--- src/rtl/tx_control.sv ---
// tx_control: UART transmitter.
// Sends one DATA_WIDTH-bit word per frame, LSB first. The frame is a start bit (0),
// the data bits, an optional parity bit and one stop bit (1). Bit timing comes from
// the shared bclk oversampling enable, SAMPLING ticks per serial bit. The frame
// format and parity encoding match the UART receive path.
module tx_control #(
    parameter int DATA_WIDTH = 8,
    parameter int SAMPLING   = 16
) (
    input  logic                  clk,
    input  logic                  reset,
    input  logic                  bclk,
    input  logic [DATA_WIDTH-1:0] p_data_in,
    input  logic                  data_valid,
    output logic                  tx_ready,
    input  logic [1:0]            parity,
    output logic                  s_data_out,
    output logic                  tx_busy,
    output logic                  tx_done
);

    // The tick counter is at least 4 bits wide even for small SAMPLING values.
    localparam int TICK_W = ($clog2(SAMPLING) > 4) ? $clog2(SAMPLING) : 4;
    localparam int BIT_W  = (DATA_WIDTH > 1) ? $clog2(DATA_WIDTH) : 1;

    localparam logic [TICK_W-1:0] TICK_LAST = TICK_W'(SAMPLING - 1);
    localparam logic [BIT_W-1:0]  BIT_LAST  = BIT_W'(DATA_WIDTH - 1);

    // Parity mode encoding shared with the receiver.
    localparam logic [1:0] PAR_ODD  = 2'b01;
    localparam logic [1:0] PAR_EVEN = 2'b10;

    typedef enum logic [2:0] {
        IDLE   = 3'd0,
        START  = 3'd1,
        DATA   = 3'd2,
        PARITY = 3'd3,
        STOP   = 3'd4
    } state_t;

    // A parity bit is only sent for the odd and even modes; 00 and 11 mean none.
    function automatic logic parity_enabled(input logic [1:0] mode);
        logic en;
        case (mode)
            PAR_ODD:  en = 1'b1;
            PAR_EVEN: en = 1'b1;
            default:  en = 1'b0;
        endcase
        return en;
    endfunction

    // Parity bit that makes the total number of ones (data plus parity)
    // odd for the odd mode and even for the even mode.
    function automatic logic parity_value(input logic [DATA_WIDTH-1:0] word,
                                          input logic [1:0]            mode);
        logic p;
        case (mode)
            PAR_ODD:  p = ~(^word);
            PAR_EVEN: p = ^word;
            default:  p = 1'b0;
        endcase
        return p;
    endfunction

    state_t                  state_r;
    logic [TICK_W-1:0]       tick_r;
    logic [BIT_W-1:0]        bit_r;
    logic [DATA_WIDTH-1:0]   shift_r;
    logic                    par_en_r;
    logic                    par_bit_r;

    logic                    bit_end_s;
    logic [DATA_WIDTH-1:0]   shift_next_s;

    // The ready handshake is a pure decode of the state so a requester sees it
    // in the same cycle the transmitter returns to idle.
    assign tx_ready = (state_r == IDLE);

    // Bit boundary: the tick that completes the SAMPLING ticks of the current bit,
    // plus the shifted word whose LSB becomes the next data bit.
    always_comb begin
        bit_end_s    = 1'b0;
        shift_next_s = shift_r >> 1;
        if (bclk && (tick_r == TICK_LAST)) begin
            bit_end_s = 1'b1;
        end else begin
            bit_end_s = 1'b0;
        end
    end

    // Frame sequencer: accepts a word in IDLE, then walks start/data/parity/stop,
    // updating the registered line only at bit boundaries.
    always_ff @(posedge clk or posedge reset) begin
        if (reset) begin
            state_r    <= IDLE;
            tick_r     <= {TICK_W{1'b0}};
            bit_r      <= {BIT_W{1'b0}};
            shift_r    <= {DATA_WIDTH{1'b0}};
            par_en_r   <= 1'b0;
            par_bit_r  <= 1'b0;
            s_data_out <= 1'b1;
            tx_busy    <= 1'b0;
            tx_done    <= 1'b0;
        end else begin
            tx_done <= 1'b0;

            // Bit-time counting runs in every active state; a bclk seen in the
            // accept cycle is deliberately not counted (the IDLE branch below
            // clears the counter instead).
            if (state_r != IDLE) begin
                if (bit_end_s) begin
                    tick_r <= {TICK_W{1'b0}};
                end else if (bclk) begin
                    tick_r <= tick_r + TICK_W'(1);
                end else begin
                    tick_r <= tick_r;
                end
            end else begin
                tick_r <= tick_r;
            end

            case (state_r)
                IDLE: begin
                    s_data_out <= 1'b1;
                    tx_busy    <= 1'b0;
                    if (data_valid) begin
                        // Word and parity mode are frozen here for the whole frame.
                        shift_r    <= p_data_in;
                        par_en_r   <= parity_enabled(parity);
                        par_bit_r  <= parity_value(p_data_in, parity);
                        tick_r     <= {TICK_W{1'b0}};
                        bit_r      <= {BIT_W{1'b0}};
                        s_data_out <= 1'b0;
                        tx_busy    <= 1'b1;
                        state_r    <= START;
                    end else begin
                        state_r    <= IDLE;
                    end
                end

                START: begin
                    if (bit_end_s) begin
                        s_data_out <= shift_r[0];
                        state_r    <= DATA;
                    end else begin
                        state_r    <= START;
                    end
                end

                DATA: begin
                    if (bit_end_s) begin
                        if (bit_r == BIT_LAST) begin
                            if (par_en_r) begin
                                s_data_out <= par_bit_r;
                                state_r    <= PARITY;
                            end else begin
                                s_data_out <= 1'b1;
                                state_r    <= STOP;
                            end
                        end else begin
                            bit_r      <= bit_r + BIT_W'(1);
                            shift_r    <= shift_next_s;
                            s_data_out <= shift_next_s[0];
                            state_r    <= DATA;
                        end
                    end else begin
                        state_r <= DATA;
                    end
                end

                PARITY: begin
                    if (bit_end_s) begin
                        s_data_out <= 1'b1;
                        state_r    <= STOP;
                    end else begin
                        state_r    <= PARITY;
                    end
                end

                STOP: begin
                    if (bit_end_s) begin
                        // Ready rises next cycle, so a held request starts the
                        // following frame without an extra idle bit.
                        s_data_out <= 1'b1;
                        tx_done    <= 1'b1;
                        tx_busy    <= 1'b0;
                        state_r    <= IDLE;
                    end else begin
                        state_r    <= STOP;
                    end
                end

                default: begin
                    s_data_out <= 1'b1;
                    tx_busy    <= 1'b0;
                    state_r    <= IDLE;
                end
            endcase
        end
    end

endmodule

--- config.mk ---
export PLATFORM = sky130hd
export DESIGN_NAME = tx_control
export DESIGN_NICKNAME = d
export VERILOG_FILES = /design/src/rtl/tx_control.sv
export SDC_FILE = /design/constraint.sdc
export NUM_CORES = 1
export LEC_CHECK = 0
export BUFFER_PORTS_ARGS = -buffer_cell sky130_fd_sc_hd__buf_2
export CAP_MARGIN = 10
export CORE_UTILIZATION = 40
export CTS_CLUSTER_DIAMETER = 60
export DETAILED_ROUTE_END_ITERATION = 10
export PLACE_DENSITY = 0.6
export SLEW_MARGIN = 10
export SYNTH_ARGS = -nofsm -noshare
export SYNTH_HDL_FRONTEND = slang
export SYNTH_SLANG_ARGS = --single-unit
--- constraint.sdc ---
create_clock -name clk -period 1.96 [get_ports clk]
set_clock_uncertainty 0.05 [all_clocks]
set_input_delay 0.294 -clock clk [delete_from_list [all_inputs] [get_ports clk]]
set_output_delay 0.294 -clock clk [all_outputs]
set_load 0.05 [all_outputs]
**Yosys cells after proc, flatten, opt, wreduce, memory -nomap -nowiden**

Index checks and enable logic that the tools add are counted.

- Add/sub/neg operators: 2
- Eq/ne operators: 14
- Mux-type cells: 36
- Bitwise logic cells: 2
- Reductions and logical operators: 12

Operators by type and width:

| kind | count |
|---|---|
| $mux 3 | 8 |
| $mux 8 | 3 |
| $mux 4 | 5 |
| $pmux 8 s2 | 1 |
| $pmux 3 s5 | 1 |
| $mux 1 | 13 |
| $ne 2x2->1 const B | 5 |
| $reduce_xor 8->1 | 1 |
| $eq 3x2->1 const B | 2 |
| $eq 3x3->1 const B | 2 |
| $pmux 3 s2 | 1 |
| $add 4x1->4 const B | 1 |
| $eq 4x4->1 const B | 1 |
| $pmux 1 s4 | 1 |
| $reduce_and 2->1 | 2 |
| $reduce_and 4->1 | 1 |
| $reduce_or 2->1 | 2 |
| $add 3x1->3 const B | 1 |
| $eq 3x1->1 const B | 1 |
| $logic_not 3->1 | 1 |
| $pmux 1 s3 | 1 |
| $reduce_and 3->1 | 1 |
| $reduce_bool 3->1 | 1 |
| $reduce_or 3->1 | 1 |
| other kinds (8) | 9 |

- Register bits after elaboration: 23
- Bits of input ports: 14
- Output and inout port bits: 4
- Logic and storage cells: 75

**Logic depth before layout (Yosys ltp)**

Gate-level depths: netlist of run 1.

- Word-level depth: 7
- Mapped depth: 7
- Gate-level depth less buffers: 7

**Worst setup path before layout of run 1**

No wires, ideal clock.

- Path kind: flip-flop to flip-flop
- From: reg bit_r[0]
- To: reg shift_r[1]
- Library setup time: 0.077 ns
- Arrival time: 1.612 ns
- Data required time: 1.833 ns
- Setup slack: 0.221 ns
- Cell stages (with the launch flop): 8
- Buffers on the path: 1
- Clock period less this slack: 1.739 ns
- Cell sequence: dfrtp_1 -> ha_1 -> ha_1 -> a2111oi_4 -> and2_1 -> buf_2 -> nor2_1 -> a21oi_1

- Cells in the longest elaborated chain, start to end: 3

RTL lines:

| element | RTL line | source |
|---|---|---|
| start: declaration | 67 | `logic [BIT_W-1:0] bit_r;` |
| start signal: assignment | 97 | `bit_r <= {BIT_W{1'b0}};` |
| start signal: assignment | 132 | `bit_r <= {BIT_W{1'b0}};` |
| start signal: assignment | 161 | `bit_r <= bit_r + BIT_W'(1);` |
| $eq 3x3->1 | 152 | `if (bit_r == BIT_LAST) begin` |
| $ne 2x2->1 (no line) | -- |  |
| $reduce_and 4->1 (no line) | -- |  |
| end signal: assignment | 98 | `shift_r <= {DATA_WIDTH{1'b0}};` |
| end signal: assignment | 128 | `shift_r <= p_data_in;` |
| end signal: assignment | 162 | `shift_r <= shift_next_s;` |
| end: declaration | 68 | `logic [DATA_WIDTH-1:0] shift_r;` |

No other way between the ends.
A chain may end at the register's enable or synchronous reset.

**Worst setup path in the final report of run 1**

- From: reg state_r[1]
- To: out tx_ready

- Cells in the longest elaborated chain, start to end: 1

RTL lines:

| element | RTL line | source |
|---|---|---|
| start: declaration | 65 | `state_t state_r;` |
| start signal: assignment | 95 | `state_r <= IDLE;` |
| start signal: assignment | 135 | `state_r <= START;` |
| start signal: assignment | 137 | `state_r <= IDLE;` |
| $logic_not 3->1 | 77 | `assign tx_ready = (state_r == IDLE);` |
| end: declaration | 15 | `output logic tx_ready,` |

No other way between the ends.

==> results.toml, run 1 <==
[synth]
synth_top_area_share_pct = 42.8
synth_ff_type = "dfrtp_1"
ys_seq_area_share_pct = 44.8
netlist_instances = 134
synth_seq_cells = 23
syn-cell-area_sq_um = 1290
synth_edf_count = 0
synth-warning-count = 0
synth_top_cell_by_area = "dfrtp_1"
ys_top_cells_by_area = "dfrtp_1 (43%), ha_1 (4.9%), a21oi_1 (4.7%)"
syn_avg_cell_area_sq_um = 9.61
synth_cell_types = 39
synth_nets = 153
synthArstFlopShare_pct = 100

[global_routing]
grt_pass1_wl_mm = 4.35
grt.total_usage_pct = 16.9
overflow = 0
grt_start_max_net_pins = 24
grt_pass1_vias = 1018
antenna_found_initial = 0

[place]
gp_congestion = 0.773
dp_slack_ns = 0.0680
place_inst = 194
place_area_sq_um = 1430
dp_hpwl_mm = 1.90
port-buffer-count = 17

[route]
viasPerCell = 5.17
drtAntennaViolNets = 0
dr.pass1.iters = 4
vias = 1029
avgRoutedWirePerCell_um = 12.8
drt_iter0_markers = 32
drt-total-wl_mm = 2.55
drcViolationCount = 0

[sta]
relSlewSlack_pct = 75.9
finalMaxSlewViolations = 0
layout_setup_ws_ns = 0.0717
post-route-period-util_pct = 96.3
tightest_slew_ns = 0.360
fin_crit_ns = 1.89
setup_viol = 0
holdWs_ns = 0.222
max_freq_mhz = 530
hold_viol = 0
rsz0062_at_grt = "no"
fin_setup_tns_ns = 0

[die]
dieArea_sq_um = 3450
pin_count = 18
die_h_um = 58.7
floorplan.initialDensity_pct = 42.2
core_area_sq_um = 3050
std_cell_rows = 20
die_width_um = 58.7

[clock_tree]
cts_setup_buffers = 0
root_buffer = "clkbuf_4"
cts_tree = "built"
numCtsBuffers = 3
clock_sinks = 23
h-tree-depth = 1
clkTransAtPathRegs_ns = 0.13
clk_latency_ns = 0.32
cts_max_path_buffers = 2

[worst_setup_path]
end_kind = "primary output"
crit_required_ns = 1.62
cp-start-kind = "register"
slowest_delay_ns = 0.51
worstPathArrival_ns = 1.54
timing_worst_setup_path_type = "reg2out"
cp_cell_sequence = "or3_4, clkinv_4, buf_4"
slowest_stage = "dfrtp_2"
path_max_fanout = 11

[cells_and_area]
finalNetCount = 175
final_cells = 199
antenna_cells = 0
synthToLayoutAreaGrowth_pct = 14.3
final_cell_area_sq_um = 1470
final_common_cell = "dfrtp_1"
drive_gt1_share_pct = 23.9
final_cell_mix = "dfrtp_1 (19), buf_2 (16), nor2_1 (15)"

[power_and_ir_drop]
leakage_nw = 0.634
powerDensity_nw_per_um2 = 1010
peakVddDrop_v = 0.000474

[job]
drv_cap = 0

[min_path]
worst_hold_path_type = "in2reg"

[outcome]
status = "completed"
## Yosys cell counts (2+ instances only)
cell,n
o21ai_0,9
xnor2_1,6
buf_2,4
nor2_1,15
and2_1,3
o31ai_1,2
nand4_1,3
o22ai_1,7
a31oi_1,2
nand2_1,12
a21oi_1,12
inv_1,4
a32o_1,2
dfrtp_1,22
mux2i_1,2
ha_1,5
a22o_1,2
## worst max-delay path: cells and delay by family (launching register included)
kind / cells / cell delay, ns
flops: 1 / 0.51
simple gates: 1 / 0.45
buf+inv: 2 / 0.27
## metal layers
| layer | share of wire [%] | global-route usage (%) |
|---|---|---|
| met4 | 1.3 | 5.10 |
| met2 | 49 | 29.4 |
| met3 | 3.1 | 4.62 |
| met5 | 0 | 0 |
| met1 | 47 | 20.3 |
## cells by family after synthesis
kind of cell / count (synthesis) / synth area share (%)
AO/OA/AOI/OAI: 41 / 21.1
XOR/XNOR: 7 / 4.76
adder cells (fa/ha/maj): 5 / 4.86
buffers and inverters: 11 / 4.86
flip-flops: 23 / 44.8
multiplexers: 3 / 2.43
AND/OR/NAND/NOR: 44 / 17.2
## metrics by stage
step	utilization (%)	power, W
floorplan	-	0.00115
global placement	46.7	0.00124
detailed placement	46.7	0.00127
CTS	48.1	0.00150
global route	48.2	0.00160
finish	48.2	0.00149
## cell type report
type	count	area, sq um
fillers	321	1580
multi-input cells	100	651
flip-flops and latches	23	581
repair buffers	23	135
well taps	44	55.1
clock buffers	4	26.3
inverters	5	23.8
## worst paths after layout
kind                                       from                      to  slack, ns  cells past startpoint
max in group asynchronous                 reset  s_data_out$_DFFE_PP1P_       1.10                      4
setup reg to reg           bit_r[0]$_DFFE_PP0P_  shift_r[0]$_DFFE_PP0P_       0.13                      6
hold reg to reg            bit_r[1]$_DFFE_PP0P_    bit_r[1]$_DFFE_PP0P_       0.46                      1
min in group asynchronous                 reset     tick_r[0]$_DFF_PP0_       0.48                      4
hold / removal                        parity[1]    par_en_r$_DFFE_PP0N_       0.22                      3
setup / recovery           state_r[1]$_DFF_PP0_                tx_ready       0.07                      3
## what timing repair did
item                                    4_1_cts  5_1_grt
hold endpoints to repair                     22        0
endpoints found under the setup margin        1        7
resized for setup                             4        2
hold buffers                                  1        0
pin swaps                                     0        1
## power breakdown
part | internal, W | leakage (nW) | switching [W]
logic | 0.000203 | 0.344 | 0.000266
clock network | 0.0000798 | 0.0150 | 0.000145
registers | 0.000641 | 0.275 | 0.000152
total | 0.000924 | 0.634 | 0.000563
## flip-flops by register name, summed over array words and instances, names as in the netlist
| register | flops |
|---|---|
| shift_r | 8 |
| tick_r | 4 |
| bit_r | 3 |
| state_r | 3 |
| par_bit_r | 1 |
| par_en_r | 1 |
| s_data_out | 1 |
| tx_busy | 1 |
| tx_done | 1 |
(Power assumes the default switching activity.)
==> inputs of run 2 (changes only) <==
--- a/config.mk
+++ b/config.mk
@@ -6,11 +6,10 @@
 export NUM_CORES = 1
 export LEC_CHECK = 0
 export BUFFER_PORTS_ARGS = -buffer_cell sky130_fd_sc_hd__buf_2
-export CAP_MARGIN = 10
-export CORE_UTILIZATION = 40
+export CORE_UTILIZATION = 55
 export CTS_CLUSTER_DIAMETER = 60
 export DETAILED_ROUTE_END_ITERATION = 10
-export PLACE_DENSITY = 0.6
+export PLACE_DENSITY = 0.78
 export SLEW_MARGIN = 10
 export SYNTH_ARGS = -nofsm -noshare
 export SYNTH_HDL_FRONTEND = slang
==> run 2 against run 1 <==
Effect of this change:
- die area down 26%
- total power up 2.0%
- worst setup slack worse by 0.0024 ns
- core utilization up 18 points
- non-clock buffer count up 3
- sequential power down 0.9%
- count of clock-buffer cells in the layout down 1
- sequential share of layout area down 0.15 points
- hold slack better by 0.017 ns
- cell count down 6.5%
- wire length down 0.71%
- final area up 0.17%
==> results.toml, run 2 (same netlist as run 1, synthesis figures left out) <==
[global_routing]
grt_pass1_vias = 997
grt_start_max_net_pins = 24
overflow = 0
antenna_found_initial = 0
grt.total_usage_pct = 22.2
grt_pass1_wl_mm = 4.26

[power_and_ir_drop]
switching_share_pct = 38.0
p_seq_share_pct = 51.8
clkPwrFrac_pct = 14.8
powerDensity_nw_per_um2 = 1030
switching_power_w = 0.000577
leakage_nw = 0.654
combPwrFrac_pct = 33.4
peakVddDrop_v = 0.000695
p_int_w = 0.000940

[route]
drt_iter0_markers = 29
viasPerCell = 5.88
avgRoutedWirePerCell_um = 13.6
drtAntennaViolNets = 0
vias = 1093
drt-total-wl_mm = 2.53
dr.pass1.iters = 4
drcViolationCount = 0

[place]
place_area_sq_um = 1410
gp_congestion = 0.810
dp_hpwl_mm = 1.88
place_inst = 179
port-buffer-count = 17

[worst_setup_path]
critPathBufInv = 2
slowest_delay_ns = 0.50
end_kind = "primary output"
timing_worst_setup_path_type = "reg2out"
worstPathArrival_ns = 1.55
path_max_fanout = 10
crit_required_ns = 1.62
ff2ff_setup_slack_ns = 0.14
slowest_stage = "dfrtp_2"
path_delay_family = "flip-flops"
cp-start-kind = "register"
cp_cell_sequence = "or3_4, clkinv_4, clkbuf_4"

[clock_tree]
root_buffer = "clkbuf_4"
h-tree-depth = 1
cts_tree = "built"
cts_max_path_buffers = 2
clock_sinks = 23
clk_latency_ns = 0.31
clkTransAtPathRegs_ns = 0.13
numCtsBuffers = 3

[job]
drv_cap = 0

[sta]
max_freq_mhz = 529
relSlewSlack_pct = 76.6
tightest_slew_ns = 0.351
hold_viol = 0
rsz0062_at_grt = "no"
fin_setup_tns_ns = 0
fin_crit_ns = 1.89
finalMaxSlewViolations = 0
setup_viol = 0
post-route-period-util_pct = 96.5

[outcome]
status = "completed"

[min_path]
worst_hold_path_type = "in2reg"

[cells_and_area]
antenna_cells = 0
fillers = 177
synthToLayoutAreaGrowth_pct = 14.5
regMostFlops = "shift_r"
final_cell_area_sq_um = 1470
top_regs = "shift_r x8, tick_r x4"
finalNetCount = 178
final_cell_mix = "dfrtp_1 (20), buf_2 (16), nor2_1 (15)"
final_common_cell = "dfrtp_1"
drive_gt1_share_pct = 25.3
final_cells = 186
largest_reg_flops = 8

[die]
die_h_um = 50.4
pin_count = 18
die_width_um = 50.4
core_area_sq_um = 2210
dieArea_sq_um = 2540
floorplan.initialDensity_pct = 58.2
std_cell_rows = 17
[run 2: changes by cell type in the layout (fill, tap and decap cells not counted)]
cell,before,now
dfrtp_1,19,20
dfrtp_2,3,2
clkbuf_4,3,4
clkinv_2,0,1
clkbuf_1,1,0
buf_4,6,8
[run 2: worst paths after layout]
kind / from / to / depth (start not counted)
worst min register to register: bit_r[0]$_DFFE_PP0P_ / bit_r[0]$_DFFE_PP0P_ / 1
worst min-delay path: parity[1] / par_en_r$_DFFE_PP0N_ / 3
worst max-delay path: state_r[0]$_DFF_PP0_ / tx_ready / 3
worst max register to register: bit_r[0]$_DFFE_PP0P_ / bit_r[2]$_DFFE_PP0P_ / 5
min in group asynchronous: reset / par_en_r$_DFFE_PP0N_ / 4
max in group asynchronous: reset / s_data_out$_DFFE_PP1P_ / 4
[run 2: per-stage QoR]
step / hold WS (ns) / utilization [%] / total power [W] / setup WS [ns]
after floorplan: 0.245 / - / 0.00115 / 0.221
after global placement: 0.291 / 63.9 / 0.00124 / 0.170
after detailed placement: 0.302 / 63.9 / 0.00127 / 0.0857
after CTS: 0.229 / 65.7 / 0.00149 / 0.000832
after global routing: 0.254 / 66.6 / 0.00161 / 0.0246
final: 0.239 / 66.6 / 0.00152 / 0.0692
[run 2: timing repair]
action,in CTS,in global routing
gates resized for setup,1,4
endpoints found under the setup margin,1,8
hold endpoints to repair,22,0
setup buffers,0,2
hold buffers,1,0
[run 2: worst reg2reg max path, delay by kind of cell, from the launching register on]
family | cells | cell delay [ns]
AO/OA/AOI/OAI | 2 | 0.66
adder cells (fa/ha/maj) | 2 | 0.43
flip-flops | 1 | 0.42
AND/OR/NAND/NOR | 1 | 0.16
[run 2: metal layers]
metal  up-vias  GRT usage [%]  share of wire, %
li1        536              -                 -
met1       526           30.1                45
met2        29           36.4                50
met3         2           2.73               4.0
met4         0           7.87              0.59
met5         -              0                 0
[run 2: power by group through the flow]
stage / clock network (W) / logic (W) / registers [W]
floorplan: 0 / 0.000344 / 0.000805
global placement: 0 / 0.000448 / 0.000787
detailed placement: 0 / 0.000471 / 0.000799
CTS: 0.000228 / 0.000473 / 0.000793
global route: 0.000246 / 0.000563 / 0.000802
finish: 0.000224 / 0.000506 / 0.000787
[run 2: final cells by class]
cell class | instances | area (sq um) | share of cell area [%]
multi-input combinational | 100 | 651 | 44.1
clock inverter | 1 | 5.00 | 0.340
timing repair buffer | 26 | 158 | 10.7
sequential | 23 | 579 | 39.3
tap | 28 | 35.0 | 2.38
inverter | 5 | 23.8 | 1.61
clock buffer | 3 | 22.5 | 1.53
==> inputs of run 3 (changes only) <==
--- a/config.mk
+++ b/config.mk
@@ -6,10 +6,11 @@
 export NUM_CORES = 1
 export LEC_CHECK = 0
 export BUFFER_PORTS_ARGS = -buffer_cell sky130_fd_sc_hd__buf_2
-export CORE_UTILIZATION = 55
+export CORE_UTILIZATION = 54
 export CTS_CLUSTER_DIAMETER = 60
 export DETAILED_ROUTE_END_ITERATION = 10
-export PLACE_DENSITY = 0.78
+export PLACE_DENSITY = 0.77
+export SKIP_LAST_GASP = 1
 export SLEW_MARGIN = 10
 export SYNTH_ARGS = -nofsm -noshare
 export SYNTH_HDL_FRONTEND = slang
==> run 3 against run 2 <==
Effect of this change:
- final area shrank 1.6%
- total power shrank 3.1%
- highest routed layer unchanged
- largest cell class unchanged
- count of clock-buffer cells in the layout grew 1
- global-route usage grew 0.18 points
- critical endpoint unchanged
==> results.toml, run 3 (same netlist as run 1, synthesis figures left out) <==
[route]
dr.pass1.iters = 4
vias = 1046
drtAntennaViolNets = 0
drcViolationCount = 0
drt_iter0_markers = 19
viasPerCell = 5.72
drt-total-wl_mm = 2.46
avgRoutedWirePerCell_um = 13.4

[sta]
layout_setup_ws_ns = 0.0512
holdWs_ns = 0.238
rsz0062_at_grt = "yes"
fin_crit_ns = 1.91
hold_viol = 0
finalMaxSlewViolations = 0
post-route-period-util_pct = 97.4
relSlewSlack_pct = 76.4
setup_viol = 0
max_freq_mhz = 524
tightest_slew_ns = 0.352

[cells_and_area]
finalNetCount = 175
largest_reg_flops = 8
final_cell_mix = "dfrtp_1 (19), buf_2 (16), nor2_1 (15)"
synthToLayoutAreaGrowth_pct = 12.6
top_regs = "shift_r x8, tick_r x4"
regMostFlops = "shift_r"
final_common_cell = "dfrtp_1"
antenna_cells = 0
drive_gt1_share_pct = 23.9

[power_and_ir_drop]
powerDensity_nw_per_um2 = 1010
leakage_nw = 0.633
switching_share_pct = 37.3
switching_power_w = 0.000548
combPwrFrac_pct = 31.7
p_int_w = 0.000921
p_seq_share_pct = 53.8
clkPwrFrac_pct = 14.6
peakVddDrop_v = 0.000711

[clock_tree]
numCtsBuffers = 3
cts_tree = "built"
root_buffer = "clkbuf_4"
cts_setup_buffers = 0
h-tree-depth = 1
clk_latency_ns = 0.30
clkTransAtPathRegs_ns = 0.12
clock_sinks = 23
cts_max_path_buffers = 2

[job]
drv_cap = 0

[worst_setup_path]
rr_worst_depth = 6
ff2ff_setup_slack_ns = 0.09
crit_required_ns = 1.62
worstPathArrival_ns = 1.56
end_kind = "primary output"
reg2reg_to = "shift_r[5]$_DFFE_PP0P_"
path_max_fanout = 11
r2r_start = "bit_r[0]$_DFFE_PP0P_"
timing_worst_setup_path_type = "reg2out"
cp-start-kind = "register"

[die]
dieArea_sq_um = 2580
core_area_sq_um = 2230
floorplan.initialDensity_pct = 57.6
pin_count = 18
std_cell_rows = 17
die_width_um = 50.8
die_h_um = 50.8

[global_routing]
grtUsageMet2_pct = 36.0
grt.total_usage_pct = 22.4
overflow = 0
antenna_found_initial = 0
grt_pass1_wl_mm = 4.26
use_met3_pct = 3.57
busiest_layer = "met2"
gr-usage-met1_pct = 29.3
grt_start_max_net_pins = 24
grt_pass1_vias = 983

[place]
port-buffer-count = 17
dp_slack_ns = 0.105
dp_hpwl_mm = 1.83
gp_congestion = 0.842

[min_path]
hold_path_startpoint = "p_data_in[7]"
holdPathStages = 3
hold_end = "shift_r[7]$_DFFE_PP0P_"
worst_hold_path_type = "in2reg"

[outcome]
status = "completed"
[run 3: cell count changes in the layout (fill, tap and decap cells not counted), sizes merged]
cell | previous run | this run
buf | 24 | 21
clkinv | 2 | 1
clkbuf | 4 | 5
[run 3: worst max-delay path: stages (launching register included)]
cell and delay (ns):
dfrtp_2 0.51, or3_4 0.45, clkinv_4 0.08, clkbuf_4 0.22
[run 3: cell type report]
| cell class | count | area, sq um |
|---|---|---|
| clock buffer | 4 | 26.3 |
| fill | 188 | 783 |
| inverter | 5 | 23.8 |
| multi-input combinational | 100 | 649 |
| sequential | 23 | 581 |
| tap | 28 | 35.0 |
| timing repair buffer | 23 | 135 |
[run 3: worst max-delay path by stage]
stage,start,end,slack [ns],depth (start not counted)
2_1_floorplan,bit_r[0]$_DFFE_PP0P_,shift_r[1]$_DFFE_PP0P_,0.22,7
3_3_place_gp,bit_r[0]$_DFFE_PP0P_,shift_r[1]$_DFFE_PP0P_,0.16,6
3_5_place_dp,bit_r[0]$_DFFE_PP0P_,shift_r[1]$_DFFE_PP0P_,0.11,6
4_1_cts,state_r[1]$_DFF_PP0_,tx_ready,0.006,3
5_1_grt,bit_r[0]$_DFFE_PP0P_,shift_r[5]$_DFFE_PP0P_,-0.06,6
6_report,state_r[1]$_DFF_PP0_,tx_ready,0.05,3
[run 3: power by group through the flow]
| stage | combinational [W] | sequential, W | clock (W) |
|---|---|---|---|
| after detailed placement | 0.000465 | 0.000796 | 0 |
| after CTS | 0.000468 | 0.000787 | 0.000224 |
| final | 0.000465 | 0.000791 | 0.000214 |
| after global placement | 0.000446 | 0.000789 | 0 |
| after global routing | 0.000527 | 0.000816 | 0.000234 |
| after floorplan | 0.000344 | 0.000805 | 0 |
[run 3: metal layers]
layer	wire length (um)	vias up
li1	-	524
met1	1160	504
met2	1200	14
met3	59	4
met4	41	0
met5	0	-
[run 3: repair_timing]
item	4_1_cts	5_1_grt
endpoints found under the setup margin	1	8
gates resized for setup	3	2
gates cloned	0	0
hold buffers	1	0
endpoints found under the hold margin	22	0
[run 3: per-stage QoR]
stage	area [sq um]	TNS (ns)	cells	power, W	utilization, %
detailed placement	1410	0	178	0.00126	63.0
floorplan	1290	0	134	0.00115	-
CTS	1450	0	183	0.00148	64.8
global route	1450	-0.135	183	0.00158	64.9
finish	1450	0	183	0.00147	64.9
global placement	1410	0	178	0.00123	63.0
